File: config.mk
export PLATFORM = sky130hd
export DESIGN_NAME = mutative_dfp_arbiter
export DESIGN_NICKNAME = d
export VERILOG_FILES = /design/src/rtl/mutative_types.sv /design/src/rtl/mutative_wait_counter.sv /design/src/rtl/mutative_dfp_arbiter.sv
export SDC_FILE = /design/constraint.sdc
export NUM_CORES = 1
export LEC_CHECK = 0
export BUFFER_PORTS_ARGS = -buffer_cell sky130_fd_sc_hd__buf_2
export CORE_AREA = 2 2 542 544
export CTS_CLUSTER_DIAMETER = 200
export DETAILED_ROUTE_END_ITERATION = 12
export DIE_AREA = 0 0 544 546
export PLACE_DENSITY = 0.3
export SLEW_MARGIN = 10
export SYNTH_ARGS = -nofsm -noshare
export SYNTH_HDL_FRONTEND = slang
export SYNTH_SLANG_ARGS = --single-unit
File: constraint.sdc
create_clock -name clk -period 4.8 [get_ports clk]
set_input_delay 0.48 -clock clk [delete_from_list [all_inputs] [get_ports clk]]
set_output_delay 0.48 -clock clk [all_outputs]
set_load 0.03 [all_outputs]
File: src/rtl/mutative_types.sv
// Shared types for the mutative cache DFP arbiter: FSM states, requester ids
// and the arbitration decision.
package mutative_types;

   typedef enum logic {
      arb_idle = 1'b0,
      arb_busy = 1'b1
   } arb_state_t;

   typedef enum logic {
      req_miss  = 1'b0,
      req_flush = 1'b1
   } req_id_t;

   // Starvation guard outranks flush_pri; a double saturation falls back to miss.
   function automatic req_id_t arb_pick(input logic miss_v,
                                        input logic flush_v,
                                        input logic miss_sat,
                                        input logic flush_sat,
                                        input logic flush_pri);
      if (miss_v && !flush_v) return req_miss;
      if (flush_v && !miss_v) return req_flush;
      if (miss_sat) return req_miss;
      if (flush_sat) return req_flush;
      return flush_pri ? req_flush : req_miss;
   endfunction

endpackage

File: src/rtl/mutative_wait_counter.sv
// Saturating count of consecutive lost arbitrations for one requester.
// Latency: sat reflects the registered count. No backpressure; clr beats inc.
module mutative_wait_counter #(
   parameter int MAX_WAIT = 4
) (
   input  logic clk,
   input  logic rst,
   input  logic inc,
   input  logic clr,
   output logic sat
);

   localparam int CW = $clog2(MAX_WAIT + 1);
   localparam logic [CW-1:0] CNT_MAX = CW'(MAX_WAIT);

   logic [CW-1:0] cnt;

   always_ff @(posedge clk or negedge rst) begin
      if (!rst) begin
         cnt <= '0;
      end else if (clr) begin
         cnt <= '0;
      end else if (inc && cnt != CNT_MAX) begin
         cnt <= cnt + 1'b1;
      end
   end

   assign sat = (cnt == CNT_MAX);

endmodule

File: src/rtl/mutative_dfp_arbiter.sv
// Shares the cache DFP between the miss path and the flush engine, one transaction at a time.
// Latency: request in IDLE -> DFP command next cycle; resp pulses are combinational from dfp_resp.
// Backpressure: requesters hold valid until their resp; losers wait, starvation-capped at MAX_WAIT.
module mutative_dfp_arbiter
   import mutative_types::*;
#(
   parameter int ADDR_WIDTH = 32,
   parameter int LINE_WIDTH = 256,
   parameter int MAX_WAIT   = 4,
   parameter int TIMEOUT    = 1024
) (
   input  logic                  clk,
   input  logic                  rst,
   input  logic                  flush_pri,
   input  logic                  miss_valid,
   input  logic                  miss_write,
   input  logic [ADDR_WIDTH-1:0] miss_addr,
   input  logic [LINE_WIDTH-1:0] miss_wdata,
   output logic                  miss_resp,
   input  logic                  flush_valid,
   input  logic                  flush_write,
   input  logic [ADDR_WIDTH-1:0] flush_addr,
   input  logic [LINE_WIDTH-1:0] flush_wdata,
   output logic                  flush_resp,
   output logic [LINE_WIDTH-1:0] rdata,
   output logic [ADDR_WIDTH-1:0] dfp_addr,
   output logic                  dfp_read,
   output logic                  dfp_write,
   output logic [LINE_WIDTH-1:0] dfp_wdata,
   input  logic [LINE_WIDTH-1:0] dfp_rdata,
   input  logic                  dfp_resp,
   output logic                  busy,
   output logic                  owner,
   output logic                  timeout_err
);

   localparam int WD_W = $clog2(TIMEOUT + 1);
   localparam logic [WD_W-1:0] WD_MAX  = WD_W'(TIMEOUT);
   localparam logic [WD_W-1:0] WD_LAST = WD_W'(TIMEOUT - 1);

   arb_state_t      state;
   req_id_t         owner_id;
   req_id_t         grant_id;
   logic [WD_W-1:0] wd_cnt;
   logic            grant;
   logic            miss_win;
   logic            flush_win;
   logic            miss_sat;
   logic            flush_sat;
   logic            resp_fire;

   assign grant     = (state == arb_idle) && (miss_valid || flush_valid);
   assign grant_id  = arb_pick(miss_valid, flush_valid, miss_sat, flush_sat, flush_pri);
   assign miss_win  = grant && (grant_id == req_miss);
   assign flush_win = grant && (grant_id == req_flush);

   mutative_wait_counter #(.MAX_WAIT(MAX_WAIT)) u_miss_wait (
      .clk (clk),
      .rst (rst),
      .inc ((state == arb_idle) && miss_valid && !miss_win),
      .clr (miss_win),
      .sat (miss_sat)
   );

   mutative_wait_counter #(.MAX_WAIT(MAX_WAIT)) u_flush_wait (
      .clk (clk),
      .rst (rst),
      .inc ((state == arb_idle) && flush_valid && !flush_win),
      .clr (flush_win),
      .sat (flush_sat)
   );

   // A response outside BUSY is a stray and must not reach either requester.
   assign resp_fire  = (state == arb_busy) && dfp_resp;
   assign miss_resp  = resp_fire && (owner_id == req_miss);
   assign flush_resp = resp_fire && (owner_id == req_flush);
   assign rdata      = resp_fire ? dfp_rdata : '0;
   assign busy       = (state == arb_busy);
   assign owner      = owner_id;

   always_ff @(posedge clk or negedge rst) begin
      if (!rst) begin
         state       <= arb_idle;
         owner_id    <= req_miss;
         dfp_addr    <= '0;
         dfp_wdata   <= '0;
         dfp_read    <= 1'b0;
         dfp_write   <= 1'b0;
         wd_cnt      <= '0;
         timeout_err <= 1'b0;
      end else begin
         case (state)
            arb_idle: begin
               if (grant) begin
                  state    <= arb_busy;
                  owner_id <= grant_id;
                  wd_cnt   <= '0;
                  if (grant_id == req_flush) begin
                     dfp_addr  <= flush_addr;
                     dfp_wdata <= flush_wdata;
                     dfp_write <= flush_write;
                     dfp_read  <= !flush_write;
                  end else begin
                     dfp_addr  <= miss_addr;
                     dfp_wdata <= miss_wdata;
                     dfp_write <= miss_write;
                     dfp_read  <= !miss_write;
                  end
               end
            end
            arb_busy: begin
               if (dfp_resp) begin
                  state     <= arb_idle;
                  dfp_read  <= 1'b0;
                  dfp_write <= 1'b0;
               end else begin
                  // The watchdog only reports; the transaction keeps waiting.
                  if (wd_cnt != WD_MAX) wd_cnt <= wd_cnt + 1'b1;
                  if (wd_cnt == WD_LAST) timeout_err <= 1'b1;
               end
            end
            default: state <= arb_idle;
         endcase
      end
   end

endmodule
=== After elaboration in Yosys (flattened, before gate mapping) ===
Index checks and enable logic that the tools add are counted.

* Add/sub/neg operators: 3
* Equal/unequal tests: 10
* Mux-type cells: 40
* Bitwise operators: 4
* Reductions and logical operators: 27

{| class="wikitable"
|+ Operator list
! cell !! number
|-
| $mux W256 || 2
|-
| $mux W11 || 3
|-
| $mux W32 || 1
|-
| $mux W1 || 26
|-
| $pmux W11 S2 || 1
|-
| $logic_and A1 B1 Y1 || 14
|-
| $mux W3 || 4
|-
| $add A11 B1 Y11 const B || 1
|-
| $eq A11 B10 Y1 const B || 1
|-
| $ne A11 B11 Y1 const B || 1
|-
| $add A3 B1 Y3 const B || 2
|-
| $eq A3 B3 Y1 const B || 2
|-
| $logic_not A1 Y1 || 6
|-
| $ne A2 B2 Y1 const B || 3
|-
| $ne A3 B3 Y1 const B || 2
|-
| $pmux W1 S2 || 3
|-
| $reduce_and A3 Y1 || 2
|-
| $not A1 Y1 || 4
|-
| $reduce_and A2 Y1 || 2
|-
| $reduce_bool A2 Y1 || 2
|-
| $ne A2 B1 Y1 const B || 1
|-
| $logic_or A1 B1 Y1 || 1
|}

* Bits in registers: 310
* Bits of input ports: 840
* Output and inout port bits: 551
* Word-level logic and storage cells: 94

=== Longest topological paths before layout ===
Gate-level depths: netlist of run 1.

* Depth after elaboration: 20
* Gate-level depth with buffers: 9
* Depth with buffers taken out: 7

=== By module ===
From an unflattened synthesis of run 1, not the netlist that was laid out.

* Cell total of the unflattened synthesis: 1400
* Area, all modules: 15333.5 um^2

{| class="wikitable"
|+ Modules (own cells, without submodules)
! module !! instances !! cells an instance !! area an instance (um^2) !! seq. area each (um^2)
|-
| mutative_dfp_arbiter || 1 || 1364 || 14948.1 || 7607.3
|-
| mutative_wait_counter || 2 || 18 || 192.7 || 75.1
|}

=== Worst setup path after synthesis of run 1 ===
No wires, ideal clock.

* Kind: reg-to-output
* From: reg state, in the netlist busy
* To: out rdata[100]
* Arrival: 1.730 ns
* Data required time: 4.320 ns
* Setup slack: 2.590 ns
* Stages on the path, launching flop included: 6
* Path buffers: 4
* Cell sequence: dfrtp_1 buf_4 buf_2 clkbuf_1 clkbuf_1 and3_1

* Longest elaborated chain between the ends: 2

{| class="wikitable"
|+ RTL lines
! what !! RTL line !! text
|-
| from (decl) || mutative_dfp_arbiter.sv:41 || <nowiki>arb_state_t state;</nowiki>
|-
| from (signal assigned) || mutative_dfp_arbiter.sv:83 || <nowiki>state <= arb_idle;</nowiki>
|-
| from (signal assigned) || mutative_dfp_arbiter.sv:95 || <nowiki>state <= arb_busy;</nowiki>
|-
| from (signal assigned) || mutative_dfp_arbiter.sv:113 || <nowiki>state <= arb_idle;</nowiki>
|-
| $logic_and A1 B1 Y1 || mutative_dfp_arbiter.sv:74 || <nowiki>assign resp_fire = (state == arb_busy) && dfp_resp;</nowiki>
|-
| $mux W256 || mutative_dfp_arbiter.sv:77 || <nowiki>assign rdata = resp_fire ? dfp_rdata : '0;</nowiki>
|-
| to (decl) || mutative_dfp_arbiter.sv:25 || <nowiki>output logic [LINE_WIDTH-1:0] rdata,</nowiki>
|}

Every way passes these cells.

=== Worst setup path in the final report of run 1 ===
* From: reg state, in the netlist busy
* To: out miss_resp

* Longest elaborated chain between the ends: 2

{| class="wikitable"
|+ RTL lines
! what !! RTL line !! text
|-
| $logic_and A1 B1 Y1 || mutative_dfp_arbiter.sv:74 ||
|-
| $logic_and A1 B1 Y1 || mutative_dfp_arbiter.sv:75 || <nowiki>assign miss_resp = resp_fire && (owner_id == req_miss);</nowiki>
|-
| to (decl) || mutative_dfp_arbiter.sv:19 || <nowiki>output logic miss_resp,</nowiki>
|}

Every way passes these cells.

==> flow_summary.json, run 1 <==
{
  "detail_route.wl_per_cell_um": 26.01,
  "synth_area_um2": 15040,
  "cts_sinks": 310,
  "critical-path-max-stage-delay_ps": 820,
  "grt_pass1_wl_um": 244800,
  "max_freq_mhz": 286.5,
  "ios": 1391,
  "synth.largest_area_cell": "dfrtp_1",
  "hold_violations": 0,
  "final.fill_count": 34130,
  "die-width_um": 544,
  "leading_cell_types_by_count_after_synthesis": "585 x nand2_1, 310 x dfrtp_1, 288 x a22oi_1",
  "clockRootBuffer": "clkbuf_16",
  "rsz0062_at_grt": "false",
  "remaining_global_route_overflow": 0,
  "max_cap_viol_count": 0,
  "cp_cell_sequence": "buf_4 -> nand2_1 -> nor2_1 -> buf_2",
  "multi_input_area_um2": 6601,
  "start_util_pct": 5.150,
  "gr-usage-all-layers_pct": 12.68,
  "layout_cells_sized_above_1_pct": 42.59,
  "power.ir.vdd_worst_mv": 0.2114,
  "gp_congestion": 0.9180,
  "crit_arrival_ps": 3010,
  "report.final.setup_viol": 0,
  "timing.critical_path.fanout_max": 120,
  "placedInstanceArea_um2": 26670,
  "regArea_um2": 7761,
  "hold_path_stages": 3,
  "p_per_area_nw_per_um2": 375.2,
  "drt-initial-drc-count": 1346,
  "synthToLayoutAreaGrowth_pct": 123.9,
  "holdPathEnd": "dfp_wdata[172]",
  "synth.most_common_cell": "nand2_1",
  "clkLatencyLatePin_ps": 670,
  "utilization_pct": 11.53,
  "grt_max_degree": 262,
  "timing.max_slew.rel_slack_pct": 16.91,
  "critical_path.n_buffers_inverters": 2,
  "r2r_setup_slack_ps": 1420,
  "hold_path.startpoint": "miss_wdata[172]",
  "antenna_found_initial": 261,
  "holdCritPathClass": "input pin to register",
  "synthDominantCellAreaShare_pct": 51.58,
  "synth_top_cells_by_area": "dfrtp_1 52%, nand2_1 15%, a22oi_1 14%",
  "postRouteWirelength_um": 196600,
  "first_global_vias": 22930,
  "cp_data_required_time_ps": 4320,
  "dr.pass1.iters": 7,
  "clk_pin_slew_ps": 50,
  "end_kind": "output pin",
  "r2r.worst_path.cells": 10,
  "p_leak_uw": 0.01702,
  "yosysUniqueCellTypes": 43,
  "min_period_ps": 3490,
  "cts_tree": "yes",
  "finish.net_count": 4374,
  "worst_r2r_endpoint": "dfp_wdata[6]",
  "dominantRegCellSynth": "dfrtp_1",
  "clock_tree.buffer_depth": 3,
  "slew_violations": 0,
  "worstMarginPinSlew_ps": 1246,
  "residual_antenna_violating_net_count_after_detailed_routing": 0,
  "yosys_warnings": 0,
  "synth_enable_flop_cells": 0,
  "cp_top_family": "buffers and inverters",
  "highest_delay_cell_along_the_critical_path": "buf_4",
  "core-area_um2": 292100,
  "crit-reg2reg-launch": "u_flush_wait.cnt[0]",
  "synthesized_area_per_cell_um2": 8.900,
  "setup_slack_ps": 1310,
  "row_count": 199,
  "via_count_normalized_by_instance_count": 2.960,
  "number_of_storage_elements_in_the_synthesis_netlist": 310,
  "num_vias": 22370,
  "synth_nets": 2536,
  "dp_hpwl_um": 169900,
  "timing_worst_setup_path_type": "register to output pin",
  "vertical_die_dimension_um": 546,
  "post-route-cell-area_um2": 33670,
  "critical_path.startpoint_type": "register",
  "postSynth.asyncResetShare_pct": 100.0,
  "cts_buffers": 49,
  "cts.htree.levels": 2,
  "floorplan_die_area_um2": 297000,
  "detail_route.drc_violations": 0,
  "run_status": "complete, no violations",
  "detailedPlace.worstSlack_ps": 1845,
  "tns_ps": 0,
  "yosysSeqAreaShare_pct": 51.58,
  "port-buffer-count": 1390,
  "final.setup_skew_ps": 35.03,
  "fin_crit_sh_pct": 72.71,
  "syn-instance-count": 1690
}
## metal layers
layer	up-vias	wire length, µm	GRT usage (%)
met5	-	1209	0
met4	182	6080	3.670
met3	402	24330	6.516
met2	1341	90820	20.99
met1	10790	74160	14.05
li1	9658	-	-
## what timing repair did
action,CTS,global route
hold endpoints to repair,357,0
setup buffers,0,0
hold buffers,516,0
gates resized for setup,0,0
## worst min-delay path: stages
cell and delay [ps]:
buf_2 80, nand2_1 70, nand2_1 70
## registers in the layout (all words and copies together), names as in the netlist
name / flops
dfp_read: 1
timeout_err: 1
dfp_addr: 32
wd_cnt: 11
u_miss_wait.cnt: 3
dfp_write: 1
dfp_wdata: 256
u_flush_wait.cnt: 3
owner: 1
busy: 1
## through the flow
stage / cells / power (µW) / hold slack, ps
3_3_place_gp: 6879 / 8097 / 467.6
6_report: 7558 / 12630 / 76.86
4_1_cts: 7482 / 12930 / 0.8478
3_5_place_dp: 6879 / 8066 / 464.6
5_1_grt: 7512 / 13300 / 32.27
2_1_floorplan: 1690 / 5964 / 184.4
## cells by family (layout without fill, tap and decap cells)
kind of cell | Yosys count | in the layout | synth area share (%)
fa+ha+maj | 6 | 6 | 0.4991
other cells | 0 | 75 | 0
xor+xnor | 8 | 8 | 0.4659
flops | 310 | 310 | 51.58
mux | 4 | 4 | 0.2745
simple gates | 890 | 890 | 27.13
compound gates | 310 | 310 | 15.46
buf+inv | 162 | 2036 | 4.600
## how the worst max path moves through the flow
| stage | startpoint | cells after the start | end | slack [ps] |
|---|---|---|---|---|
| after floorplan | busy | 5 | rdata[100] | 2590 |
| after global placement | u_flush_wait.cnt[0] | 9 | dfp_wdata[21] | 1870 |
| after detailed placement | flush_pri | 8 | dfp_wdata[41] | 1840 |
| after CTS | busy | 4 | miss_resp | 1100 |
| after global routing | busy | 4 | miss_resp | 1030 |
| final | busy | 4 | miss_resp | 1310 |
## layout by cell type, fill, tap and decap left out, types with 2 or more instances in the layout
master and instances:
buf_2 1388, nand2_1 585, dlygate4sd3_1 516, dfrtp_1 309
a22oi_1 288, and3_1 262, diode_2 75, clkbuf_16 49
buf_4 24, nor2_1 14, buf_12 11, clkinv_2 10
nand3_1 9, clkbuf_8 7, clkbuf_1 7, inv_1 6
xor2_1 6, ha_1 6, a21oi_1 5, o21ai_0 5
inv_6 5, bufinv_16 5, a21o_1 3, nand2b_1 3
mux2i_1 3, nor2b_1 3, clkinvlp_4 3, a21oi_4 2
nor3_1 2, nand3_2 2, xnor2_1 2, buf_8 2
## layout make-up
cell class              count  share of cell area [%]
flip-flops and latches    310                   23.05
clock inverters            24                  0.8174
diodes                     75                  0.5574
inverters                   7                 0.07803
repair buffers           1942                   37.33
well taps                3919                   14.56
clock buffers              63                   4.005
multi-input cells        1218                   19.60
## power breakdown
group	total, µW	switching (µW)	internal, µW
combinational	5270	3310	1960
sequential	3570	367	3200
clock	3800	1550	2250
No activity file was read; power rests on OpenSTA's default activity.
==> inputs of run 2 (changes only) <==
ABC_AREA = 1   (was not set)
CORE_AREA = 2 2 544 546   (was 2 2 542 544)
DIE_AREA = 0 0 546 548   (was 0 0 544 546)
clock period = 3.5 ns   (was 4.8 ns; I/O delays follow)
==> run 2 against run 1 <==
Net effect:
- sequential power grew 70%
- die area grew 0.74%
- clock-buffer cell count grew 2
- routed wire length is 8.0% higher
- register-to-register slack worse by 1100 ps
- sequential cell count is the same
- critical endpoint is now dfp_wdata[70]
- largest cell class unchanged
- highest routed layer unchanged
==> flow_summary.json, run 2 <==
{
  "slew_violations": 0,
  "synthDominantCellAreaShare_pct": 47.92,
  "fin_hold_ws_ps": 44.87,
  "cp_top_family": "buffers and inverters",
  "ios": 1391,
  "gp_congestion": 0.9673,
  "drt-initial-drc-count": 1390,
  "hold_violations": 0,
  "cp_data_required_time_ps": 4070,
  "antenna_found_initial": 201,
  "clk_pin_slew_ps": 60,
  "worst_r2r_endpoint": "dfp_wdata[70]",
  "fin_crit_sh_pct": 91.56,
  "run_status": "complete, no violations",
  "row_count": 199,
  "via_count_normalized_by_instance_count": 2.988,
  "layout_common_cells": "1,389 x buf_2, 625 x nand2_1, 592 x nand3_1, 556 x dlygate4sd3_1, 309 x dfrtp_1",
  "yosys.area_share.simple_pct": 39.57,
  "r2r.worst_path.cells": 12,
  "power_frac_seq_pct": 24.7,
  "clkLatencyLatePin_ps": 710,
  "number_of_storage_elements_in_the_synthesis_netlist": 310,
  "synth_nets": 3128,
  "port-buffer-count": 1390,
  "p_leak_uw": 0.01811,
  "hold_path_stages": 3,
  "leading_cell_types_by_count_after_synthesis": "626 x nand2_1, 593 x nand3_1, 310 x dfrtp_1",
  "grt_pass1_wl_um": 268500,
  "floorplan_die_area_um2": 299200,
  "max_cap_viol_count": 0,
  "residual_antenna_violating_net_count_after_detailed_routing": 0,
  "synth_enable_flop_cells": 0,
  "synthToLayoutAreaGrowth_pct": 117.2,
  "final.fill_count": 34560,
  "yosysSeqAreaShare_pct": 47.92,
  "tns_ps": 0,
  "cp_cell_sequence": "inv_1 -> ha_1 -> nand2_1 -> nand2_1 -> nand3_4 -> nand2_1 -> nand2_2 -> clkinv_8 -> buf_4 -> nand2_1 -> nand3_1 -> dlygate4sd3_1",
  "postSynth.asyncResetShare_pct": 100.0,
  "cts_buffers": 48,
  "num_vias": 24410,
  "synth.largest_area_cell": "dfrtp_1",
  "p_total_uw": 24490,
  "regArea_um2": 7759,
  "synthesized_area_per_cell_um2": 7.093,
  "dominantRegCellSynth": "dfrtp_1",
  "start_util_pct": 5.523,
  "synth_top_family_by_area": "simple AND/OR/NAND/NOR gates",
  "synthMuxAreaShare_pct": 0,
  "critical_path.startpoint_type": "register",
  "worstMarginPinSlew_ps": 1090,
  "final_common_cell": "buf_2",
  "rsz0062_at_grt": "false",
  "post_synthesis_adder_cell_area_fraction_pct": 0.4638,
  "critical-path-max-stage-delay_ps": 580,
  "dp_hpwl_um": 183600,
  "gr-usage-all-layers_pct": 13.72,
  "dr.pass1.iters": 5,
  "levels_on_crit_path": 12,
  "critical_path.n_buffers_inverters": 4,
  "holdPathEnd": "dfp_wdata[163]",
  "holdCritPathClass": "input pin to register",
  "cts_tree": "yes",
  "yosysUniqueCellTypes": 26,
  "vertical_die_dimension_um": 548,
  "postRouteWirelength_um": 212300,
  "multi_input_area_um2": 6654,
  "power.ir.vdd_worst_mv": 0.3658,
  "highest_delay_cell_along_the_critical_path": "dlygate4sd3_1",
  "top_regs": "dfp_wdata: 256 flops, dfp_addr: 32 flops, wd_cnt: 11 flops",
  "syn-instance-count": 2282,
  "power_frac_comb_pct": 54.5,
  "r2r_setup_slack_ps": 300,
  "grt_max_degree": 121,
  "timing.max_slew.rel_slack_pct": 27.33,
  "switchingPower_uw": 12020,
  "detail_route.wl_per_cell_um": 25.99,
  "clockPowerShare_pct": 20.8,
  "largest_register_ffs": 256,
  "die-width_um": 546,
  "synth-compound-area-share_pct": 0.5256,
  "crit_arrival_ps": 3780,
  "p_per_area_nw_per_um2": 696.7,
  "share_of_the_synthesized_netlist_area_taken_by_xor_and_xnor_gates_pct": 0.3247,
  "crit-reg2reg-launch": "u_flush_wait.cnt[0]",
  "report.final.setup_viol": 0,
  "clockRootBuffer": "clkbuf_16",
  "synth_area_um2": 16190,
  "utilization_pct": 12.00,
  "remaining_global_route_overflow": 0,
  "detail_route.drc_violations": 0,
  "registers.top_by_ff_count": "dfp_wdata",
  "clock_tree.buffer_depth": 3,
  "core-area_um2": 293100,
  "yosys_warnings": 0,
  "timing.critical_path.fanout_max": 83,
  "synth_top_cells_by_area": "dfrtp_1 48%, nand3_1 18%, nand2_1 15%",
  "synth.most_common_cell": "nand2_1",
  "max_freq_mhz": 312.0,
  "switching_share_of_power_pct": 49.08,
  "finish.net_count": 5017,
  "min_period_ps": 3205,
  "end_kind": "register",
  "hold_path.startpoint": "miss_wdata[163]",
  "cp_common_cell": "nand2_1",
  "layout_cells_sized_above_1_pct": 36.39,
  "crit_path_start": "u_flush_wait.cnt[0]",
  "internal-power_uw": 12470,
  "cts_sinks": 310,
  "final.setup_skew_ps": 41.18,
  "timing_worst_setup_path_type": "register to register",
  "cts.htree.levels": 2,
  "first_global_vias": 25360
}
[run 2: cell types whose count changed after synthesis, moves of 5 or more]
cell	change
o21ai_0	+5
clkbuf_1	-9
a22oi_1	-288
buf_4	+11
nor2_1	+256
and3_1	-262
inv_1	+275
nand3_1	+584
nand2_1	+41
[run 2: kinds of logic (layout without fill, tap and decap cells)]
group	after synthesis	count (layout)
compound gates	16	16
xor+xnor	6	6
flops	310	310
other cells	0	47
simple gates	1501	1501
buf+inv	443	2365
fa+ha+maj	6	6
[run 2: final cells by class]
type	instances	area share (%)
antenna	47	0.3345
tap	3919	13.95
inverter	285	3.100
clock inverter	18	0.5125
clock buffer	65	3.911
timing repair buffer	1997	37.20
sequential	310	22.07
multi-input combinational	1529	18.93
[run 2: worst max path at each step]
| stage | endpoint |
|---|---|
| after floorplan | rdata[105] |
| after global placement | rdata[194] |
| after detailed placement | rdata[194] |
| final | dfp_wdata[70] |
| after global routing | dfp_wdata[80] |
| after CTS | rdata[194] |
[run 2: routing by layer]
metal	global-route usage, %	up-vias	wire, µm
li1	-	10960	-
met1	16.23	11710	86420
met2	21.21	1285	90900
met3	8.186	342	29400
met4	2.690	118	4837
met5	0	-	782
[run 2: stage by stage]
stage	cell area (µm²)	instances	worst slack, ps
after floorplan	16190	2282	1476
after global placement	27910	7484	763.8
after detailed placement	27910	7484	744.9
after CTS	35040	8123	278.9
after global routing	35060	8130	128.9
final	35160	8170	295.3
[run 2: repair_timing]
item,in CTS,in global routing
setup buffers,0,0
gates resized for setup,2,0
endpoints found under the setup margin,28,0
hold buffers,556,0
hold endpoints to repair,344,0
[run 2: worst min-delay path, stage by stage]
cell	delay (ps)
buf_2	80
nand3_1	150
nand3_1	120
[run 2: power by group through the flow]
| stage | Combinational, µW | Clock (µW) | Sequential (µW) |
|---|---|---|---|
| final | 13300 | 5100 | 6060 |
| after global routing | 14200 | 5450 | 6230 |
| after CTS | 13500 | 5380 | 6050 |
| after detailed placement | 11400 | 0 | 6060 |
| after global placement | 11400 | 0 | 6070 |
| after floorplan | 3320 | 0 | 8820 |
